[src/rtl/rope_shot_controller.sv]
// Life cycle of one player rope shot (launch, per-frame growth, optional super-rope
// hold at the ceiling, kill) plus the registered per-pixel bracket for the rope bitmap.
module rope_shot_controller #(
   parameter int ROPE_WIDTH  = 7,
   parameter int FLOOR_Y     = 447,
   parameter int CEILING_Y   = 16,
   parameter int SPEED       = 4,
   parameter int HOLD_FRAMES = 90,
   parameter int X_MAX       = 639
) (
   input  logic        clk,
   input  logic        reset,
   input  logic        startOfFrame,
   input  logic        fireKey,
   input  logic        superEn,
   input  logic [10:0] launchX,
   input  logic [10:0] pixelX,
   input  logic [10:0] pixelY,
   input  logic        ropeHit,
   output logic        InsideRectangle,
   output logic [10:0] offsetX,
   output logic [10:0] offsetY,
   output logic        superRope,
   output logic        ropeActive,
   output logic [10:0] ropeTopY
);

   localparam int HW = (HOLD_FRAMES > 1) ? $clog2(HOLD_FRAMES) : 1;
   localparam logic [10:0]   L_FLOOR     = 11'(FLOOR_Y);
   localparam logic [10:0]   L_CEIL      = 11'(CEILING_Y);
   localparam logic [10:0]   L_LAUNCH_Y  = 11'(FLOOR_Y - SPEED);
   localparam logic [10:0]   L_X_CLAMP   = 11'(X_MAX - ROPE_WIDTH + 1);
   localparam logic [HW-1:0] L_HOLD_INIT = HW'(HOLD_FRAMES - 1);

   typedef enum logic [1:0] {
      S_IDLE   = 2'd0,
      S_EXTEND = 2'd1,
      S_HOLD   = 2'd2
   } state_t;

   state_t        r_state;
   state_t        w_next_state;
   logic          r_fire_d;
   logic [10:0]   r_rope_x;
   logic [10:0]   r_top_y;
   logic [HW-1:0] r_hold_cnt;
   logic          r_super;
   logic          r_inside;
   logic [10:0]   r_offset_x;
   logic [10:0]   r_offset_y;

   logic          w_fire_edge;
   logic          w_active;
   logic [10:0]   w_rope_x_nxt;
   logic [10:0]   w_top_y_nxt;
   logic [HW-1:0] w_hold_nxt;
   logic          w_super_nxt;
   logic signed [11:0] w_top_dec;
   logic [11:0]   w_right_x;
   logic          w_in_rect;

   assign w_fire_edge = fireKey & ~r_fire_d;
   assign w_active    = (r_state != S_IDLE);
   // Signed so a step past row 0 compares as negative instead of wrapping.
   assign w_top_dec   = $signed({1'b0, r_top_y}) - $signed(12'(SPEED));

   always_ff @(posedge clk or posedge reset) begin
      if (reset) begin
         r_state    <= S_IDLE;
         r_fire_d   <= 1'b0;
         r_rope_x   <= '0;
         r_top_y    <= '0;
         r_hold_cnt <= '0;
         r_super    <= 1'b0;
      end else begin
         r_state    <= w_next_state;
         r_fire_d   <= fireKey;
         r_rope_x   <= w_rope_x_nxt;
         r_top_y    <= w_top_y_nxt;
         r_hold_cnt <= w_hold_nxt;
         r_super    <= w_super_nxt;
      end
   end

   always_comb begin
      w_next_state = r_state;
      w_rope_x_nxt = r_rope_x;
      w_top_y_nxt  = r_top_y;
      w_hold_nxt   = r_hold_cnt;
      w_super_nxt  = r_super;
      unique case (r_state)
         S_IDLE: begin
            if (w_fire_edge) begin
               w_rope_x_nxt = (launchX > L_X_CLAMP) ? L_X_CLAMP : launchX;
               w_super_nxt  = superEn;
               w_top_y_nxt  = L_LAUNCH_Y;
               w_next_state = S_EXTEND;
            end
         end
         S_EXTEND: begin
            if (ropeHit) begin
               w_next_state = S_IDLE;
            end else if (startOfFrame) begin
               if (w_top_dec > $signed({1'b0, L_CEIL})) begin
                  w_top_y_nxt = w_top_dec[10:0];
               end else begin
                  w_top_y_nxt = L_CEIL;
                  if (r_super) begin
                     w_next_state = S_HOLD;
                     w_hold_nxt   = L_HOLD_INIT;
                  end else begin
                     w_next_state = S_IDLE;
                  end
               end
            end
         end
         S_HOLD: begin
            w_top_y_nxt = L_CEIL;
            if (ropeHit) begin
               w_next_state = S_IDLE;
            end else if (startOfFrame) begin
               if (r_hold_cnt == '0) w_next_state = S_IDLE;
               else                  w_hold_nxt   = r_hold_cnt - 1'b1;
            end
         end
         default: w_next_state = S_IDLE;
      endcase
      // Every path back to IDLE parks the rope at the floor and drops the power-up.
      if (w_next_state == S_IDLE && r_state != S_IDLE) begin
         w_top_y_nxt = L_FLOOR;
         w_super_nxt = 1'b0;
      end
   end

   // Bracket sees only registered shot state, so ropeHit never reaches it combinationally.
   assign w_right_x = {1'b0, r_rope_x} + 12'(ROPE_WIDTH - 1);
   assign w_in_rect = w_active
                    & (pixelX >= r_rope_x) & ({1'b0, pixelX} <= w_right_x)
                    & (pixelY >= r_top_y)  & (pixelY < L_FLOOR);

   always_ff @(posedge clk or posedge reset) begin
      if (reset) begin
         r_inside   <= 1'b0;
         r_offset_x <= '0;
         r_offset_y <= '0;
      end else begin
         r_inside   <= w_in_rect;
         r_offset_x <= w_in_rect ? (pixelX - r_rope_x) : 11'd0;
         r_offset_y <= w_in_rect ? (pixelY - r_top_y)  : 11'd0;
      end
   end

   assign InsideRectangle = r_inside;
   assign offsetX         = r_offset_x;
   assign offsetY         = r_offset_y;
   assign superRope       = r_super;
   assign ropeActive      = w_active;
   assign ropeTopY        = w_active ? r_top_y : L_FLOOR;

endmodule

[config.mk]
export PLATFORM = sky130hd
export DESIGN_NAME = rope_shot_controller
export DESIGN_NICKNAME = d
export VERILOG_FILES = /design/src/rtl/rope_shot_controller.sv
export SDC_FILE = /design/constraint.sdc
export NUM_CORES = 1
export LEC_CHECK = 0
export CORE_AREA = 2 2 91 93
export CTS_CLUSTER_SIZE = 20
export DETAILED_ROUTE_END_ITERATION = 7
export DIE_AREA = 0 0 93 95
export HOLD_SLACK_MARGIN = 0.02
export PLACE_DENSITY = 0.84
export SLEW_MARGIN = 30
export SYNTH_ARGS = -nofsm -noshare
export SYNTH_HDL_FRONTEND = slang
export SYNTH_SLANG_ARGS = --single-unit
[constraint.sdc]
create_clock -name clk -period 3.9 [get_ports clk]
set_clock_uncertainty 0.1 [all_clocks]
set_input_delay 0.78 -clock clk [delete_from_list [all_inputs] [get_ports clk]]
set_output_delay 0.78 -clock clk [all_outputs]
set_load 0.01 [all_outputs]
* Word-level counts from Yosys, hierarchy flattened
Cells that the tools add are included.
** Cells by class
- Add/subtract/negate cells :: 5
- Order comparisons :: 6
- Eq/ne operators :: 12
- Muxes and demuxes :: 30
- Bitwise operators :: 6
- Reduce and logical (&&, ||, !) cells :: 13
** Operators with widths (number)
- 11-bit two-way mux :: 9
- 7-bit two-way mux :: 7
- 11-bit one-hot mux with 3 select lines :: 1
- 11-bit greater-or-equal comparator :: 2
- 11-bit subtractor :: 2
- 2-bit two-way mux :: 8
- 2-bit inequality test (second input constant) :: 7
- 7-bit one-hot mux with 2 select lines :: 1
- 11-bit by 3-bit adder with 12-bit output (second input constant) :: 1
- 12-bit by 6-bit > comparator with 1-bit output (second input constant) :: 1
- 11-bit by 12-bit <= comparator with 1-bit output :: 1
- 11-bit by 3-bit subtractor with 12-bit output (second input constant) :: 1
- 11-bit by 10-bit > comparator with 1-bit output (second input constant) :: 1
- 11-bit by 9-bit less-than comparator with 1-bit output (second input constant) :: 1
- 3-bit inequality test (second input constant) :: 3
- 8-bit AND reduction :: 1
- 2-bit nonzero test :: 4
- 7-bit logical NOT :: 1
- 7-bit by 1-bit subtractor with 7-bit output (second input constant) :: 1
- 2-bit one-hot mux with 3 select lines :: 1
- 1-bit bitwise AND :: 5
- 2-bit logical NOT :: 2
- 2-bit AND reduction :: 2
- 4-bit AND reduction :: 1
- other kinds (6) :: 8
** Storage, ports and cells
- Register bits :: 56
- Output and inout port bits :: 36
- Logic and storage cells :: 81

* Depth between registers and ports, before layout
Gate-level depths: netlist of the first run.
- Depth in word-level cells :: 10
- Gate-level depth with buffers :: 15

* Worst setup path after synthesis of the first run
OpenSTA, ideal clock, no wires.
- Path type :: register -> register
- From :: register r_rope_x[1]
- To :: register r_offset_y[7] (netlist: offsetY[7])
- Library setup time :: 0.086 ns
- Data arrival time :: 3.130 ns
- Required time :: 3.714 ns
- Slack :: 0.584 ns
- Stages on the path, launching flop included :: 16
- Period minus slack after synthesis :: 3.316 ns
- Cells stage by stage :: dfrtp_1 > inv_1 > ha_1 > nor4_1 > nand3_1 > xnor2_1 > ha_1 > and3_1 > nand4_1 > o22ai_1 > a31oi_1 > a221oi_1 > o31ai_1 > a31o_2 > clkbuf_1 > nor3_1
** On the way
- Longest elaborated chain between the ends :: 6
** Ends and longest elaborated chain
- start, declared :: RTL line 44 : logic [10:0] r_rope_x;
- start signal, assigned :: RTL line 78 : r_rope_x <= w_rope_x_nxt;
- 11-bit by 3-bit adder with 12-bit output / 11-bit greater-or-equal comparator (equally long branches) :: RTL line 136, 138
- 11-bit by 12-bit <= comparator with 1-bit output / 1-bit bitwise AND (equally long branches) :: RTL line 138 : & (pixelX >= r_rope_x) & ({1'b0, pixelX} <= w_right_x)
- 1-bit bitwise AND (*) :: RTL line 138
- 1-bit bitwise AND (*) (2 in series) :: RTL line 139 : & (pixelY >= r_top_y) & (pixelY < L_FLOOR);
- 11-bit two-way mux (*) :: RTL line 149 : r_offset_y <= w_in_rect ? (pixelY - r_top_y) : 11'd0;
- end signal, assigned :: RTL line 149
- end, declared :: RTL line 50 : logic [10:0] r_offset_y;
Every way passes the cells marked *; elsewhere a longest branch is shown, timed or not.
A chain may end at the register's enable or synchronous reset.

* Worst setup path after layout of the first run
- From :: input pixelX[0]
- To :: register r_offset_y[3] (netlist: offsetY[3])
** On the way
- Longest elaborated chain between the ends :: 6
** Ends and longest elaborated chain
- start, declared :: RTL line 17 : input logic [10:0] pixelX,
- 11-bit greater-or-equal comparator :: RTL line 138
- 1-bit bitwise AND :: RTL line 138
- 1-bit bitwise AND (*) :: RTL line 138
- 1-bit bitwise AND (*) (2 in series) :: RTL line 139
- 11-bit two-way mux (*) :: RTL line 149
Marked as above.

==> results of run 1 <==
==> placed cells by master, fill, tap and decap left out, types with 4 or more instances in the layout <==
cell / count
a31oi_1: 5
nand3_1: 14
buf_4: 4
nor2b_1: 7
a21o_1: 5
clkbuf_8: 5
nand4_1: 10
and3_1: 7
nand2b_1: 6
o21a_1: 4
dfrtp_1: 55
nand2_1: 39
clkdlybuf4s50_1: 74
nor3_1: 18
nor2_1: 49
nor4_1: 5
xnor2_1: 17
inv_1: 40
xor2_1: 7
o21ai_0: 30
ha_1: 39
a21oi_1: 26
==> metrics by stage <==
| step | total power (W) | utilization (%) |
|---|---|---|
| after floorplan | 0.00181 | - |
| after global placement | 0.00215 | 60.7 |
| after detailed placement | 0.00220 | 60.8 |
| after CTS | 0.00259 | 62.1 |
| after global routing | 0.00283 | 62.2 |
| final | 0.00261 | 62.2 |
==> layer usage <==
layer  GRT usage (%)  vias to the layer above  routed length, µm
li1                -                     1767                  -
met1            27.5                     1676               4050
met2            40.3                       95               4840
met3            3.35                       17                430
met4            7.35                        0                163
met5               0                        -                  0
==> worst paths after layout <==
path                        startpoint             to  slack [ns]  cells after the start
max                          pixelX[0]     offsetY[3]        0.28                     13
min                        r_rope_x[9]    r_rope_x[9]        0.41                      2
max reg2reg                r_rope_x[1]     offsetY[3]        0.41                     14
min reg2reg                r_rope_x[9]    r_rope_x[9]        0.41                      2
max in group asynchronous        reset    offsetY[10]        2.45                      2
min in group asynchronous        reset  r_hold_cnt[2]        0.81                      2
==> critical path, stage by stage <==
cell and delay [ns]:
clkdlybuf4s50_1 0.39, inv_1 0.05, ha_1 0.16, inv_1 0.08
fa_1 0.37, a21o_1 0.17, a21o_1 0.17, a2111oi_1 0.42
o21ai_0 0.18, a221oi_1 0.30, o31ai_1 0.15, a31o_4 0.32
nor3_1 0.20
==> power breakdown <==
part / switching (W) / internal, W
logic: 0.000813 / 0.000628
registers: 0.000126 / 0.000675
clock network: 0.000175 / 0.000188
==> state kept, by name (all words and copies together), names as in the netlist <==
name	flops
r_hold_cnt	7
r_top_y	10
offsetX	11
InsideRectangle	1
r_state	2
superRope	1
offsetY	11
r_fire_d	1
r_rope_x	11
==> cells by family (layout without fill, tap and decap cells) <==
kind of cell,after synthesis,count (layout),synth area share (%)
adder cells (fa/ha/maj),42,42,13.8
multiplexers,5,5,1.45
AO/OA/AOI/OAI,103,103,17.5
XOR/XNOR,24,24,5.30
buffers and inverters,53,127,5.30
flip-flops,55,55,34.7
AND/OR/NAND/NOR,175,175,21.9
==> cell type report <==
cell class / count / area, µm² / share of cell area (%)
Sequential cell: 55 / 1380 / 27.9
Clock buffer: 6 / 72.6 / 1.47
Multi-Input combinational cell: 349 / 2390 / 48.5
Timing Repair Buffer: 78 / 771 / 15.6
Tap cell: 105 / 131 / 2.66
Inverter: 42 / 160 / 3.25
Clock inverter: 1 / 30.0 / 0.609
==> flow_metrics.tcl, run 1 <==
set metrics [dict create \
    synth.top_cell.area_share_pct 34.7 \
    drt_iter0_markers 203 \
    fin_hold_ws_ns 0.415 \
    syn_inst 457 \
    ant_nets 0 \
    status "finished clean" \
    nNetsFinal 612 \
    dp.cells 629 \
    port_buffers 74 \
    postCtsHoldBufs 0 \
    cts_root_buf "clkbuf_8" \
    end_kind "flip-flop" \
    syn_area_um2 3970 \
    synth_common_cells "dfrtp_1 (55), nor2_1 (49), inv_1 (41), ha_1 (39), nand2_1 (39)" \
    ir_worst_vdd_uv 307 \
    globalRouteOverflowTotal 0 \
    drv_slew 0 \
    drive_gt1_share_pct 4.71 \
    fillers 713 \
    async_flop_share_pct 100 \
    post-route-period-util_pct 92.9 \
    grt_pass1_vias 3558 \
    globalplace.congestion 0.932 \
    slew_headroom_pct 56.5 \
    clkLatencyLatePin_ns 0.31 \
    setup_tns_ns 0 \
    cts_sinks 55 \
    critical_path_arrival_ns 3.75 \
    setup_slack_ns 0.276 \
    hp-class "flip-flop to flip-flop" \
    start_kind "input pin" \
    post_cts_buffers 0 \
    grt_setup_unrepaired "no" \
    hold_violations 0 \
    post-place-ws_ns 0.0131 \
    grt_pass1_wl_um 15900 \
    synth_nets 538 \
    ys_types 63 \
    tightest_slew_ns 0.652 \
    clockBufferDepth 2 \
    ys_seq_area_share_pct 34.7 \
    synth_edf_count 0 \
    ys_warn_count 0 \
    required_ns 4.03 \
    cts_buffers 5 \
    antenna_found_initial 0 \
    fp-row-count 33 \
    die_h_um 95 \
    htree_levels 2 \
    wire_per_inst_um 14.9 \
    pwr_density_cell_nw_per_um2 528 \
    start_util_pct 50.0 \
    synth_area_leader_cell "dfrtp_1" \
    ios 75 \
    vias_per_cell 5.59 \
    n_antenna_cell 0 \
    cts_resized 0 \
    drcViolationCount 0 \
    fin_crit_ns 3.62 \
    ys_ff_latch 55 \
    placed_area_um2 4820 \
    leakagePower_nw 2.17 \
    critPathKind "input pin to flip-flop" \
    setup-violations-final 0 \
    synth_top_flop_cell "dfrtp_1" \
    grt_usage_pct 22.4 \
    place_hpwl_um 7300 \
    clkSlewWorstSetupHoldPaths_ns 0.09 \
    cap_violations 0 \
    wl_um 9490 \
    finalNonFillerCells 636 \
    fp.dieArea_um2 8840 \
    coreArea_um2 7930 \
    die_w_um 93 \
    areaGrowthSynthToFinish_pct 24.3 \
    grt_max_degree 56 \
    path_max_fanout 23 \
    synth.most_common_cell "dfrtp_1" \
    vias 3555 \
    cts_tree "yes" \
    fmax_mhz 276 \
    syn_area_per_cell_um2 8.68 \
    synthTopCellsByArea "dfrtp_1 (35%), ha_1 (12%), nor2_1 (4.6%)" \
    drt-pass1-iter-count 4 \
    final_area_um2 4930 \
]
No activity file was read; power rests on OpenSTA's default activity.
==> run 2, diff against run 1 <==
Settings changed: HOLD_SLACK_MARGIN 0.02 to 0.06, MAX_ROUTING_LAYER set to met4.
==> flow_metrics.tcl, run 2 (synthesis gave the netlist of run 1 again) <==
set metrics [dict create \
    status "finished clean" \
    vias_per_cell 5.70 \
    setup-violations-final 0 \
    fp.dieArea_um2 8840 \
    grt_setup_unrepaired "no" \
    reg2reg_setup_slack_ns 0.40 \
    wl_um 9290 \
    ios 75 \
    layout_common_cells "clkdlybuf4s50_1 (74), dfrtp_1 (55), nor2_1 (49), inv_1 (40)" \
    crit_buf_inv 3 \
    post-route-period-util_pct 92.0 \
    fp-row-count 33 \
    place_hpwl_um 7360 \
    clkSlewWorstSetupHoldPaths_ns 0.09 \
    drt_iter0_markers 191 \
    cts_tree "yes" \
    clockBufferDepth 2 \
    globalRouteOverflowTotal 0 \
    hold-path-endpoint "r_rope_x[9]" \
    cap_violations 0 \
    grt_usage_pct 22.8 \
    grt_pass1_vias 3498 \
    start_kind "input pin" \
    cts_buffers 5 \
    cpMaxStageDelayCell "a2111oi_1" \
    fin_crit_ns 3.59 \
    leakagePower_nw 2.16 \
    fin_util_pct 62.0 \
    port_buffers 74 \
    drv_slew 0 \
    die_h_um 95 \
    pwr_density_cell_nw_per_um2 516 \
    r2r_start "r_rope_x[1]" \
    final_area_um2 4920 \
    globalplace.congestion 0.957 \
    max_stage_delay_ns 0.42 \
    die_w_um 93 \
    htree_levels 2 \
    n_antenna_cell 0 \
    antenna_found_initial 0 \
    cts_sinks 55 \
    crit_family "compound AO/OA/AOI/OAI gates" \
    grt_pass1_wl_um 15700 \
    clkLatencyLatePin_ns 0.30 \
    grt_max_degree 56 \
    fin_hold_ws_ns 0.400 \
    tightest_slew_ns 0.661 \
    ir_worst_vdd_uv 320 \
    required_ns 4.02 \
    power_w 0.00254 \
    crit_chain "clkdlybuf4s50_1 > inv_1 > ha_1 > inv_1 > fa_1 > a21o_1 > a21o_1 > a2111oi_1 > o21ai_0 > a221oi_1 > o31ai_1 > a31o_4 > nor3_1" \
    coreArea_um2 7930 \
    rr_worst_depth 15 \
    mostFrequentLayoutCell "clkdlybuf4s50_1" \
    fmax_mhz 279 \
    drcViolationCount 0 \
    drive_gt1_share_pct 4.90 \
    hp-class "flip-flop to flip-flop" \
    critPathKind "input pin to flip-flop" \
    placed_area_um2 4820 \
    critical_path_arrival_ns 3.71 \
    ant_nets 0 \
    r2r-end "offsetY[3]" \
    nNetsFinal 612 \
    slew_headroom_pct 55.9 \
    end_kind "flip-flop" \
    worstHoldPathCells 2 \
    start_util_pct 50.0 \
    vias 3623 \
    hold_violations 0 \
    drt-pass1-iter-count 5 \
    path_max_fanout 23 \
    wire_per_inst_um 14.6 \
    hold_start "r_rope_x[9]" \
    cts_root_buf "clkbuf_8" \
    areaGrowthSynthToFinish_pct 23.9 \
]
[run 2: cell count changes in the layout (fill, tap and decap cells not counted), sizes merged]
cell and delta:
bufinv -1, clkinv +1
[run 2: worst register-to-register path: cells and delay by family, from the launching register on]
family | cells | cell delay, ns
AOI/OAI and AO/OA | 5 | 0.96
xor gates and xnor gates | 1 | 0.13
adders and majority gates | 2 | 0.55
buffers and inverters | 2 | 0.33
DFF | 1 | 0.45
and+or+nand+nor | 5 | 0.88
[run 2: report_power, final]
| group | switching (W) | internal (W) | total (W) |
|---|---|---|---|
| sequential | 0.000125 | 0.000675 | 0.000800 |
| clock | 0.000175 | 0.000140 | 0.000315 |
| combinational | 0.000798 | 0.000626 | 0.00142 |
| total | 0.00110 | 0.00144 | 0.00254 |
[run 2: final cells by class]
class | instances | area, µm²
multi-input cells | 349 | 2390
flip-flops and latches | 55 | 1380
inverters | 42 | 160
clock inverters | 1 | 5.00
fillers | 703 | 3010
well taps | 105 | 131
repair buffers | 78 | 771
clock buffers | 6 | 82.6
[run 2: stage by stage]
step / instances / TNS [ns] / worst slack, ns
finish: 636 / 0 / 0.311
global route: 636 / 0 / 0.0791
CTS: 636 / 0 / 0.217
detailed placement: 629 / -0.120 / -0.0603
global placement: 629 / 0 / 0.0199
floorplan: 457 / 0 / 0.584
[run 2: metal layers]
metal  track usage (%)  vias to the layer above  part of all wire (%)
li1                  -                     1767                     -
met1              27.8                     1726                    43
met2              39.3                      106                    51
met3              2.95                       24                   4.0
met4              7.60                        0                   1.9
met5                 -                        -                     0
[run 2: worst max path at each step]
stage / start / to / slack (ns) / cells past startpoint
3_3_place_gp: pixelX[0] / offsetY[3] / 0.02 / 13
2_1_floorplan: r_rope_x[1] / offsetY[7] / 0.58 / 15
4_1_cts: pixelX[0] / offsetY[3] / 0.22 / 13
5_1_grt: r_rope_x[1] / offsetY[3] / 0.08 / 15
6_report: pixelX[0] / offsetY[3] / 0.31 / 13
3_5_place_dp: pixelX[0] / offsetY[3] / -0.06 / 13
[run 2: repair_timing]
| action | 4_1_cts | 5_1_grt |
|---|---|---|
| gates resized for setup | 0 | 2 |
| buffers inserted | 0 | 0 |
| hold buffers | 0 | 0 |
| hold endpoints to repair | 0 | 0 |
| endpoints found under the setup margin | 0 | 3 |
==> variant: new RTL, config.mk and constraints of run 1 <==
`HOLD_FRAMES`: 90 -> 45.
--- a/src/rtl/rope_shot_controller.sv
+++ b/src/rtl/rope_shot_controller.sv
@@ -7,3 +7,3 @@
    parameter int SPEED       = 4,
-   parameter int HOLD_FRAMES = 90,
+   parameter int HOLD_FRAMES = 45,
    parameter int X_MAX       = 639
Function: no difference found for any inputs over 4 cycles, from zero or initial values and one cycle with reset high; that may be too few to reach the edited logic, so the function may still have changed.
==> variant against run 1 <==
- sequential power fell by 7.1%
- non-clock buffer count did not move
- worst setup slack improved by 0.044 ns
- global-route usage fell by 0.86 points
- core utilization fell by 0.32 points
- area after synthesis fell by 0.19%
- routed wire length fell by 0.67%
- sequential cell count fell by 1
- design area fell by 0.51%
- total power fell by 5.1%
- via count rose by 2.1%
- highest routed layer unchanged
==> variant: results (changes against run 1) <==
status=completed; peak supply drop=250 uV (-19%); Post-Synth Adder-Cell Area=13.8% (+0.026 points); met3 wire len=408 um (-5.1%); slowest cell delay on critical path=0.45 ns (+0.03 ns); Pre-antenna DRT Iters=6 (+2); GR met2 Demand/Resource=39.1% (-1.1 points); placed cell areas=0.00480 mm2 (-0.47%); largest net degree at the start of global routing=55 (-1.8%); # resized after CTS=0 (unchanged); Clock Path Buffers=2 (unchanged); Synth cell types=66 (+4.8%); GRT Total Usage=21.5% (-0.86 points); post-synthesis xor/xnor area fraction=4.65% (-0.65 points); post-synthesis compound-gate area fraction=20.2% (+2.7 points); Pwr Density=504 mW/mm2 (-4.6%); synthesized area per cell=8.74 um2 (+0.69%); Avg Vias per Cell=5.75 (+2.9%); vias in the first global route=3478 (-2.2%); Wirelength per Cell=14.9 um (+0.11%); top cells by area, synth=dfrtp_1 34%, ha_1 12%, nor2_1 4.8%; multiplexer share of the synthesized area=0.759% (-0.69 points); Worst Path Max Fanout=22 (-4.3%); slowest CP cell=nor3_1; sequential power=744 uW (-7.1%); Seq/Total Area, Yosys=34.1% (-0.57 points); half-perimeter wire length after placement=7300 um (about the same); met3 Use GR=2.79% (-0.56 points); first-pass GRT wire length=15300 um (-3.3%); met1 Use GR=26.3% (-1.2 points); Synth Net Count=534 (-0.74%); Cells after DPL=623 (-0.95%); DRC=0 (unchanged); Worst EP arrival=3.71 ns (-0.04 ns); met2 routed WL=4720 um (-2.6%); WL met1=4090 um (+0.91%); Final Non-Filler Cells=631 (-0.79%); hold depth=1 (-1); LEAKAGE=0.00220 uW (+1.6%); Synth top cells by count=54 x dfrtp_1, 51 x nor2_1, 39 x ha_1, 39 x inv_1, 32 x nand2_1; pre-CTS setup slack=0.291 ns (+0.278 ns); routability congestion estimate from global placement=0.866 (-7.1%); Initial DRC Count=181 (-11%); clock slew at reported path FFs=0.11 ns (+0.02 ns); switching share of power=42.1% (-0.59 points); fin nets=606 (-0.98%); fraction of layout cells with a size suffix above 1=4.37% (-0.34 points); relative max-transition margin=55.3% (-1.2 points); Clock Power Share=15.3% (+1.4 points)
## variant: cell count changes after synthesis, moves of 4 or more
cell	run 1	this run
a211o_1	0	4
a21o_1	5	12
a21oi_1	26	21
and3_1	7	3
nand2_1	39	32
nand2b_1	6	12
nand4_1	10	6
nor2b_1	7	2
or3_1	1	5
## variant: final timing paths
path,startpoint,end,slack [ns]
max,r_rope_x[1],offsetY[5],0.32
min,r_hold_cnt[5],r_hold_cnt[5],0.41
max reg2reg,r_rope_x[1],offsetY[5],0.32
min reg2reg,r_hold_cnt[5],r_hold_cnt[5],0.41
max in group asynchronous,reset,offsetX[10],2.47
min in group asynchronous,reset,r_top_y[9],0.81
## variant: final cells by class
class,instances,area (um2)
Fill cell,678,3020
Multi-Input combinational cell,346,2390
Sequential cell,54,1350
Timing Repair Buffer,78,771
Inverter,40,153
Tap cell,105,131
Clock buffer,6,72.6
Clock inverter,2,37.5
